$ cat config.mk
export PLATFORM = sky130hd
export DESIGN_NAME = dmem_access_ctrl
export DESIGN_NICKNAME = d
export VERILOG_FILES = /design/src/rtl/dmem_pkg.sv /design/src/rtl/dmem_load_align.sv /design/src/rtl/dmem_access_ctrl.sv
export SDC_FILE = /design/constraint.sdc
export NUM_CORES = 1
export LEC_CHECK = 0
export BUFFER_PORTS_ARGS = -buffer_cell sky130_fd_sc_hd__buf_2
export CAP_MARGIN = 20
export CORE_MARGIN = 3
export CORE_UTILIZATION = 48
export DETAILED_ROUTE_END_ITERATION = 7
export PLACE_DENSITY = 0.87
export SETUP_SLACK_MARGIN = 0.1
export SLEW_MARGIN = 20
export SYNTH_ARGS = -nofsm -noshare
export SYNTH_HDL_FRONTEND = slang
export SYNTH_SLANG_ARGS = --single-unit
$ cat constraint.sdc
create_clock -name clk -period 2.57 [get_ports clk]
set_clock_uncertainty 0.1 [all_clocks]
set_input_delay 0 -clock clk [delete_from_list [all_inputs] [get_ports clk]]
set_output_delay 0 -clock clk [all_outputs]
set_load 0.01 [all_outputs]
$ cat src/rtl/dmem_pkg.sv
// Shared encodings for the data-memory access controller: access sizes,
// FSM state type and the alignment rule.
package dmem_pkg;

  localparam logic [1:0] SZ_BYTE = 2'b00;
  localparam logic [1:0] SZ_HALF = 2'b01;
  localparam logic [1:0] SZ_WORD = 2'b10;
  localparam logic [1:0] SZ_ILL  = 2'b11;

  typedef enum logic [1:0] {
    ST_IDLE  = 2'b00,
    ST_READ  = 2'b01,
    ST_MERGE = 2'b10
  } state_t;

  // Halves need an even address, words a word-aligned one; size 11 never aligns.
  function automatic logic is_misaligned(input logic [1:0] size, input logic [1:0] offset);
    logic mis;
    case (size)
      SZ_BYTE: mis = 1'b0;
      SZ_HALF: mis = offset[0];
      SZ_WORD: mis = (offset != 2'b00);
      default: mis = 1'b1;
    endcase
    return mis;
  endfunction

endpackage

$ cat src/rtl/dmem_load_align.sv
// Selects the addressed little-endian lane of a RAM word and zero- or
// sign-extends it to 32 bits.
module dmem_load_align
  import dmem_pkg::*;
(
  input  logic [31:0] i_word,
  input  logic [1:0]  i_offset,
  input  logic [1:0]  i_size,
  input  logic        i_signed,
  output logic [31:0] o_result
);

  logic [7:0]  w_byte;
  logic [15:0] w_half;

  always_comb begin
    w_byte   = i_word[{i_offset, 3'b000} +: 8];
    w_half   = i_offset[1] ? i_word[31:16] : i_word[15:0];
    o_result = i_word;
    case (i_size)
      SZ_BYTE: o_result = {{24{i_signed & w_byte[7]}}, w_byte};
      SZ_HALF: o_result = {{16{i_signed & w_half[15]}}, w_half};
      default: o_result = i_word;
    endcase
  end

endmodule

$ cat src/rtl/dmem_access_ctrl.sv
// MEM-stage data-memory controller: word stores in one cycle, loads and
// sub-word stores (read-modify-write) in two cycles over one RAM port.
module dmem_access_ctrl
  import dmem_pkg::*;
#(
  parameter int DATA_WIDTH = 32,
  parameter int ADDR_WIDTH = 5
) (
  input  logic                  clk,
  input  logic                  rst,
  input  logic                  req_valid,
  input  logic                  req_we,
  input  logic [1:0]            req_size,
  input  logic                  req_signed,
  input  logic [ADDR_WIDTH+1:0] req_addr,
  input  logic [DATA_WIDTH-1:0] req_wdata,
  output logic                  stall,
  output logic                  rsp_valid,
  output logic [DATA_WIDTH-1:0] rsp_rdata,
  output logic                  misalign,
  output logic [ADDR_WIDTH-1:0] ram_addr,
  output logic [DATA_WIDTH-1:0] ram_data,
  output logic                  ram_we,
  input  logic [DATA_WIDTH-1:0] ram_q,
  output logic [1:0]            dbg_state
);

  // Handshake: a request (req_valid) is taken only in IDLE. When the accepting
  // cycle raises stall, the requester holds req_* until the next cycle, where
  // stall is low and the request is already consumed and must be advanced.

  state_t                r_state, w_next_state;
  logic [1:0]            r_offset, r_size;
  logic                  r_signed;
  logic [15:0]           r_wdata;
  logic [ADDR_WIDTH-1:0] r_ram_addr, w_ram_addr;
  logic [DATA_WIDTH-1:0] r_ram_data, w_ram_data;
  logic                  w_latch;
  logic                  w_mis;
  logic [DATA_WIDTH-1:0] w_merged;
  logic [31:0]           w_load;

  assign w_mis     = is_misaligned(req_size, req_addr[1:0]);
  assign ram_addr  = w_ram_addr;
  assign ram_data  = w_ram_data;
  assign dbg_state = r_state;
  assign rsp_rdata = rsp_valid ? w_load : '0;

  dmem_load_align u_align (
    .i_word   (ram_q),
    .i_offset (r_offset),
    .i_size   (r_size),
    .i_signed (r_signed),
    .o_result (w_load)
  );

  always_comb begin
    w_merged = ram_q;
    case (r_size)
      SZ_BYTE: w_merged[{r_offset, 3'b000} +: 8] = r_wdata[7:0];
      SZ_HALF: begin
        if (r_offset[1]) w_merged[31:16] = r_wdata;
        else             w_merged[15:0]  = r_wdata;
      end
      default: w_merged = ram_q;
    endcase
  end

  // ram_addr/ram_data hold their last driven value; MERGE relies on this to
  // write back to the address read in the accepting cycle.
  always_comb begin
    w_next_state = r_state;
    stall        = 1'b0;
    rsp_valid    = 1'b0;
    misalign     = 1'b0;
    ram_we       = 1'b0;
    w_latch      = 1'b0;
    w_ram_addr   = r_ram_addr;
    w_ram_data   = r_ram_data;
    if (!rst) begin
      case (r_state)
        ST_IDLE: begin
          if (req_valid) begin
            if (w_mis) begin
              misalign = 1'b1;
            end else if (req_we && req_size == SZ_WORD) begin
              ram_we     = 1'b1;
              w_ram_addr = req_addr[ADDR_WIDTH+1:2];
              w_ram_data = req_wdata;
            end else begin
              w_ram_addr   = req_addr[ADDR_WIDTH+1:2];
              stall        = 1'b1;
              w_latch      = 1'b1;
              w_next_state = req_we ? ST_MERGE : ST_READ;
            end
          end
        end
        ST_READ: begin
          rsp_valid    = 1'b1;
          w_next_state = ST_IDLE;
        end
        ST_MERGE: begin
          ram_we       = 1'b1;
          w_ram_data   = w_merged;
          w_next_state = ST_IDLE;
        end
        default: w_next_state = ST_IDLE;
      endcase
    end
  end

  always_ff @(posedge clk) begin
    if (rst) begin
      r_state    <= ST_IDLE;
      r_offset   <= '0;
      r_size     <= '0;
      r_signed   <= 1'b0;
      r_wdata    <= '0;
      r_ram_addr <= '0;
      r_ram_data <= '0;
    end else begin
      r_state    <= w_next_state;
      r_ram_addr <= w_ram_addr;
      r_ram_data <= w_ram_data;
      if (w_latch) begin
        r_offset <= req_addr[1:0];
        r_size   <= req_size;
        r_signed <= req_signed;
        r_wdata  <= req_wdata[15:0];
      end
    end
  end

endmodule

* After elaboration in Yosys (flattened, before gate mapping) *
Index checks and enable logic that the tools add are counted.

operators by class
  bitwise logic cells = 5
  reduce and logical (&&, ||, !) cells = 7
  shift operators = 3
  mux-type cells = 34
  equal/unequal tests = 5
  add/sub/neg operators = 1

operators by type and width
  cell                                                   number
  one-hot mux 32 bit (2 select lines)                    3
  two-way mux 32 bit                                     5
  two-way mux 16 bit                                     3
  bitwise mux 32 bit                                     1
  variable shift 8 x 7 -> 32 bit (first input constant)  1
  variable part select 32 x 6 -> 8 bit                   1
  variable part select 8 x 7 -> 32 bit                   1
  two-way mux 5 bit                                      4
  two-way mux 1 bit                                      15
  negation 5 -> 7 bit                                    1
  == test 2 x 1 -> 1 bit (second input constant)         3
  logical NOT 2 bit                                      3
  == test 2 bit (second input constant)                  2
  inverter 1 bit                                         3
  one-hot mux 1 bit (3 select lines)                     1
  AND reduction 3 bit                                    1
  AND 1 bit                                              2
  two-way mux 2 bit                                      1
  one-hot mux 1 bit (2 select lines)                     1
  nonzero test 2 bit                                     1
  OR reduction 2 bit                                     1
  logical AND 1 bit                                      1

storage, ports and cells
  output and inout port bits = 75
  word-level logic and storage cells = 62
  bits in registers = 60
  bits of input ports = 78

* Depth between registers and ports, before layout *
  depth in word-level cells = 7
  gate-level depth with buffers = 10
  depth with buffers taken out = 6

* By module *
A second synthesis with hierarchy kept.

unflattened totals
  cells, all modules = 721
  area, all modules = 5158.7 um^2

by module, submodules not included
  module            sequential area each (um^2)  times used  cells each  area each (um^2)
  dmem_access_ctrl  1201.2                       1           598         4453.0
  dmem_load_align   0.0                          1           123         705.7

* Worst setup path before layout *
No wires, ideal clock.

  path kind = reg-to-output
  start point = reg r_offset[1]
  end point = out ram_data[31]
  data required time = 2470 ps
  arrival time = 2617 ps
  buffers on the path = 4
  cell stages (with the launch flop) = 11
  path slack = -147 ps
  cell sequence = dfxtp_1 buf_2 buf_4 clkbuf_1 inv_1 ha_1 nor4bb_1 clkbuf_2 a221oi_1 a311o_1 o221ai_1

between the ends
  longest elaborated chain between the ends = 6
  elaborated cells between the ends (all ways) = 8
  classes of those cells = add/sub (1); shift (2); mux (5)

ends and longest elaborated chain
  element                                                                                 RTL line                 RTL
  from (decl)                                                                             dmem_access_ctrl.sv:33   logic [1:0] r_offset, r_size;
  from (signal assigned)                                                                  dmem_access_ctrl.sv:126  r_offset <= req_addr[1:0];
  negation 5 -> 7 bit                                                                     dmem_access_ctrl.sv:60   SZ_BYTE: w_merged[{r_offset, 3'b000} +: 8] = r_wdata[7:0];
  variable part select 8 x 7 -> 32 bit or variable shift 8 x 7 -> 32 bit (tied branches)  dmem_access_ctrl.sv:60
  bitwise mux 32 bit                                                                      dmem_access_ctrl.sv:60
  one-hot mux 32 bit (2 select lines) (*)                                                 dmem_access_ctrl.sv:59   case (r_size)
  one-hot mux 32 bit (2 select lines) (*)                                                 dmem_access_ctrl.sv:81   case (r_state)
  two-way mux 32 bit (*)                                                                  dmem_access_ctrl.sv:80   if (!rst) begin
  to (decl)                                                                               dmem_access_ctrl.sv:22   output logic [DATA_WIDTH-1:0] ram_data,

Every way passes the cells marked *; elsewhere a longest branch is shown, timed or not.

* Worst setup path after layout *
  start point = reg r_offset[1]
  end point = out ram_data[10]

The elaborated chain is that of the path after synthesis.

==> impl_metrics.env <==
export IMPL_routedWlPerCell_um=21.6
export IMPL_initial_utilization=0.505
export IMPL_max_cap_viol_count=0
export IMPL_yosys_warnings=0
export IMPL_grt_pass1_wl_um=29200
export IMPL_power_total_mw=2.72
export IMPL_r2r_start="r_offset[1]$_SDFFE_PP0P_"
export IMPL_clkTransAtPathRegs_ns=0.08
export IMPL_min_path_cells=4
export IMPL_cts_buffers=9
export IMPL_yosys_register_bits=60
export IMPL_clockRootBuffer="clkbuf_8"
export IMPL_clock_latency_ns=0.35
export IMPL_fillers=771
export IMPL_relSlewSlack=0.585
export IMPL_synthFlopType="dfxtp_1"
export IMPL_synth_edf_count=0
export IMPL_start_kind="flip-flop"
export IMPL_pwr_density_cell_nw_per_um2=406
export IMPL_setup_ws_ns=0.137
export IMPL_dieWidth_um=108
export IMPL_crit_start="r_offset[1]$_SDFFE_PP0P_"
export IMPL_cts_buffer_depth=2
export IMPL_htreeDepth=3
export IMPL_synthSimpleGateAreaFrac=0.167
export IMPL_finalNetCount=829
export IMPL_die_y_um=108
export IMPL_die_area_um2=11700
export IMPL_io_buffers=152
export IMPL_ir_drop_uv=226
export IMPL_dpl_worst_slack_ns=0.312
export IMPL_vias=5878
export IMPL_ys_seq_area_frac=0.239
export IMPL_core_region_area_um2=9950
export IMPL_routed_wl_um=19100
export IMPL_hold_viol=0
export IMPL_r2r_slack_ns=0.51
export IMPL_grt_pass1_vias=5705
export IMPL_leakagePower_nw=3.15
export IMPL_cp_max_fo=5
export IMPL_fp_row_count=36
export IMPL_cp_arrival_ns=2.33
export IMPL_synth_area_um2=5020
export IMPL_cp_end_kind="output port"
export IMPL_hp_class="input port to flip-flop"
export IMPL_synthDistinctLibCells=75
export IMPL_seq_area_um2=1210
export IMPL_grt_antenna_before_repair=0
export IMPL_hold_start="req_valid"
export IMPL_clock_sink_count=60
export IMPL_crit_type="flip-flop to output port"
export IMPL_reg2reg_to="r_ram_data[23]$_SDFF_PP0_"
export IMPL_reg2regPathDepth=8
export IMPL_multi_input_comb_area_um2=3600
export IMPL_drcViolationCount=0
export IMPL_slew_violations=0
export IMPL_pin_count=153
export IMPL_synth_xor_area_frac=0
export IMPL_period_minus_slack_ns=2.43
export IMPL_fmax_mhz=411
export IMPL_syn_nets=646
export IMPL_viasPerCell=6.64
export IMPL_dr_pass1_iters=6
export IMPL_grt_use_total=0.315
export IMPL_worstSetupEndpoint="ram_data[10]"
export IMPL_synth_top_family_by_area="compound AO/OA/AOI/OAI gates"
export IMPL_worstMarginPinSlew_ns=0.623
export IMPL_async_flop_share=0
export IMPL_setup_viol=0
export IMPL_rsz0062_at_grt="yes"
export IMPL_status="completed"
export IMPL_synth_area_mux_share=0.157
export IMPL_cts_tree="yes"
export IMPL_required_ns=2.47
export IMPL_synth_area_per_cell_um2=8.93
export IMPL_grt_max_degree=41
export IMPL_syn_inst=563
export IMPL_dp_hpwl_um=13200
export IMPL_synth_fa_ha_area_frac=0.0125
export IMPL_gp_congestion=1.02
export IMPL_antenna_left=0
export IMPL_synth_compound_area_share=0.355
export IMPL_setup_tns_final_ns=0
export IMPL_grt_overflow=0
export IMPL_drive_gt1_frac=0.378
export IMPL_fin_crit_sh=0.947
export IMPL_drt_initial_drc_count=869
export IMPL_fin_util=0.673
export IMPL_syn2layout_area_growth_pct=33.3
[power breakdown]
group          switching, mW  leakage (nW)  internal, mW
Sequential            0.0562         0.489         0.970
Combinational          0.418          2.56         0.371
Clock                  0.405         0.102         0.498
[worst min path at each step]
stage / to / slack [ns]
3_5_place_dp: dbg_state[0]$_SDFFE_PP0P_ / 0.12
6_report: r_ram_addr[2]$_SDFF_PP0_ / 0.02
2_1_floorplan: dbg_state[0]$_SDFFE_PP0P_ / -0.03
3_3_place_gp: dbg_state[0]$_SDFFE_PP0P_ / 0.11
4_1_cts: r_ram_addr[1]$_SDFF_PP0_ / 0.008
5_1_grt: r_ram_addr[1]$_SDFF_PP0_ / 0.06
[Yosys cell counts, drive strengths merged, types with 17 or more instances]
library cell  instances  share of area
o21ai                17          0.017
a211oi               22          0.034
nor2b                21          0.026
buf                  37          0.048
nand2                61          0.046
mux2                 45           0.11
a21o                 38          0.057
a221oi               33          0.058
o2bb2ai              19          0.033
nor2                 23          0.019
dfxtp                60           0.24
o221ai               21          0.037
[final cells by class]
| class | instances | share of cell area |
|---|---|---|
| multi-input combinational | 437 | 0.538 |
| timing repair buffer | 225 | 0.218 |
| sequential | 60 | 0.180 |
| tap | 133 | 0.0249 |
| clock buffer | 12 | 0.0232 |
| inverter | 13 | 0.00803 |
| clock inverter | 4 | 0.00710 |
| antenna | 1 | 0.000374 |
[stage by stage]
step	cells	area, um^2	hold WS, ns
after CTS	881	6550	0.00800
after global routing	884	6690	0.0576
after global placement	819	5840	0.110
final	885	6700	0.0241
after detailed placement	819	5840	0.117
after floorplan	563	5040	-0.0276
[cell usage in the layout (no fill, tap or decap), drive strengths merged, types with 5 or more instances in the layout]
cell,instances
nor2,23
a221o,14
a221oi,33
o22ai,8
a22oi,5
dlygate4sd3,45
mux2,45
o2bb2ai,19
mux2i,15
o21ai,17
a22o,6
inv,12
buf,180
nand2b,9
nor2b,21
nand3,7
nand2,61
ha,5
a211oi,22
dfxtp,60
clkbuf,12
o221ai,21
a21o,38
[cell families (layout without fill, tap and decap cells)]
family | count (synthesis) | after routing
and+or+nand+nor | 149 | 149
buffers and inverters | 66 | 254
DFF | 60 | 60
adders and majority gates | 5 | 5
other | 0 | 1
muxes | 63 | 63
AOI/OAI and AO/OA | 220 | 220
[sequential cells by signal (all words and copies together) (netlist names)]
name / cells
r_signed: 1
dbg_state: 2
r_wdata: 16
r_offset: 2
r_size: 2
r_ram_addr: 5
r_ram_data: 32
[per-layer routing]
metal	GRT usage	part of all wire	up-vias	wire, um
met5	0	0	-	0
met4	0.165	0.053	0	1000
met3	0.0651	0.094	114	1790
met2	0.508	0.46	400	8760
met1	0.395	0.40	2772	7550
li1	-	-	2592	-
[worst max-delay path, stage by stage (launching register included)]
cell      delay (ns)
dfxtp_2         0.36
inv_2           0.08
ha_4            0.31
and4b_2         0.33
a221oi_1        0.11
or4_4           0.52
o211ai_1        0.11
buf_2           0.16
[timing repair]
action	in CTS	in global routing
pin swaps	1	9
setup buffers	1	3
gates resized for setup	10	27
hold buffers	45	0
setup endpoints to repair	32	52
hold endpoints to repair	59	0
Power figures use the tool's default switching activity.
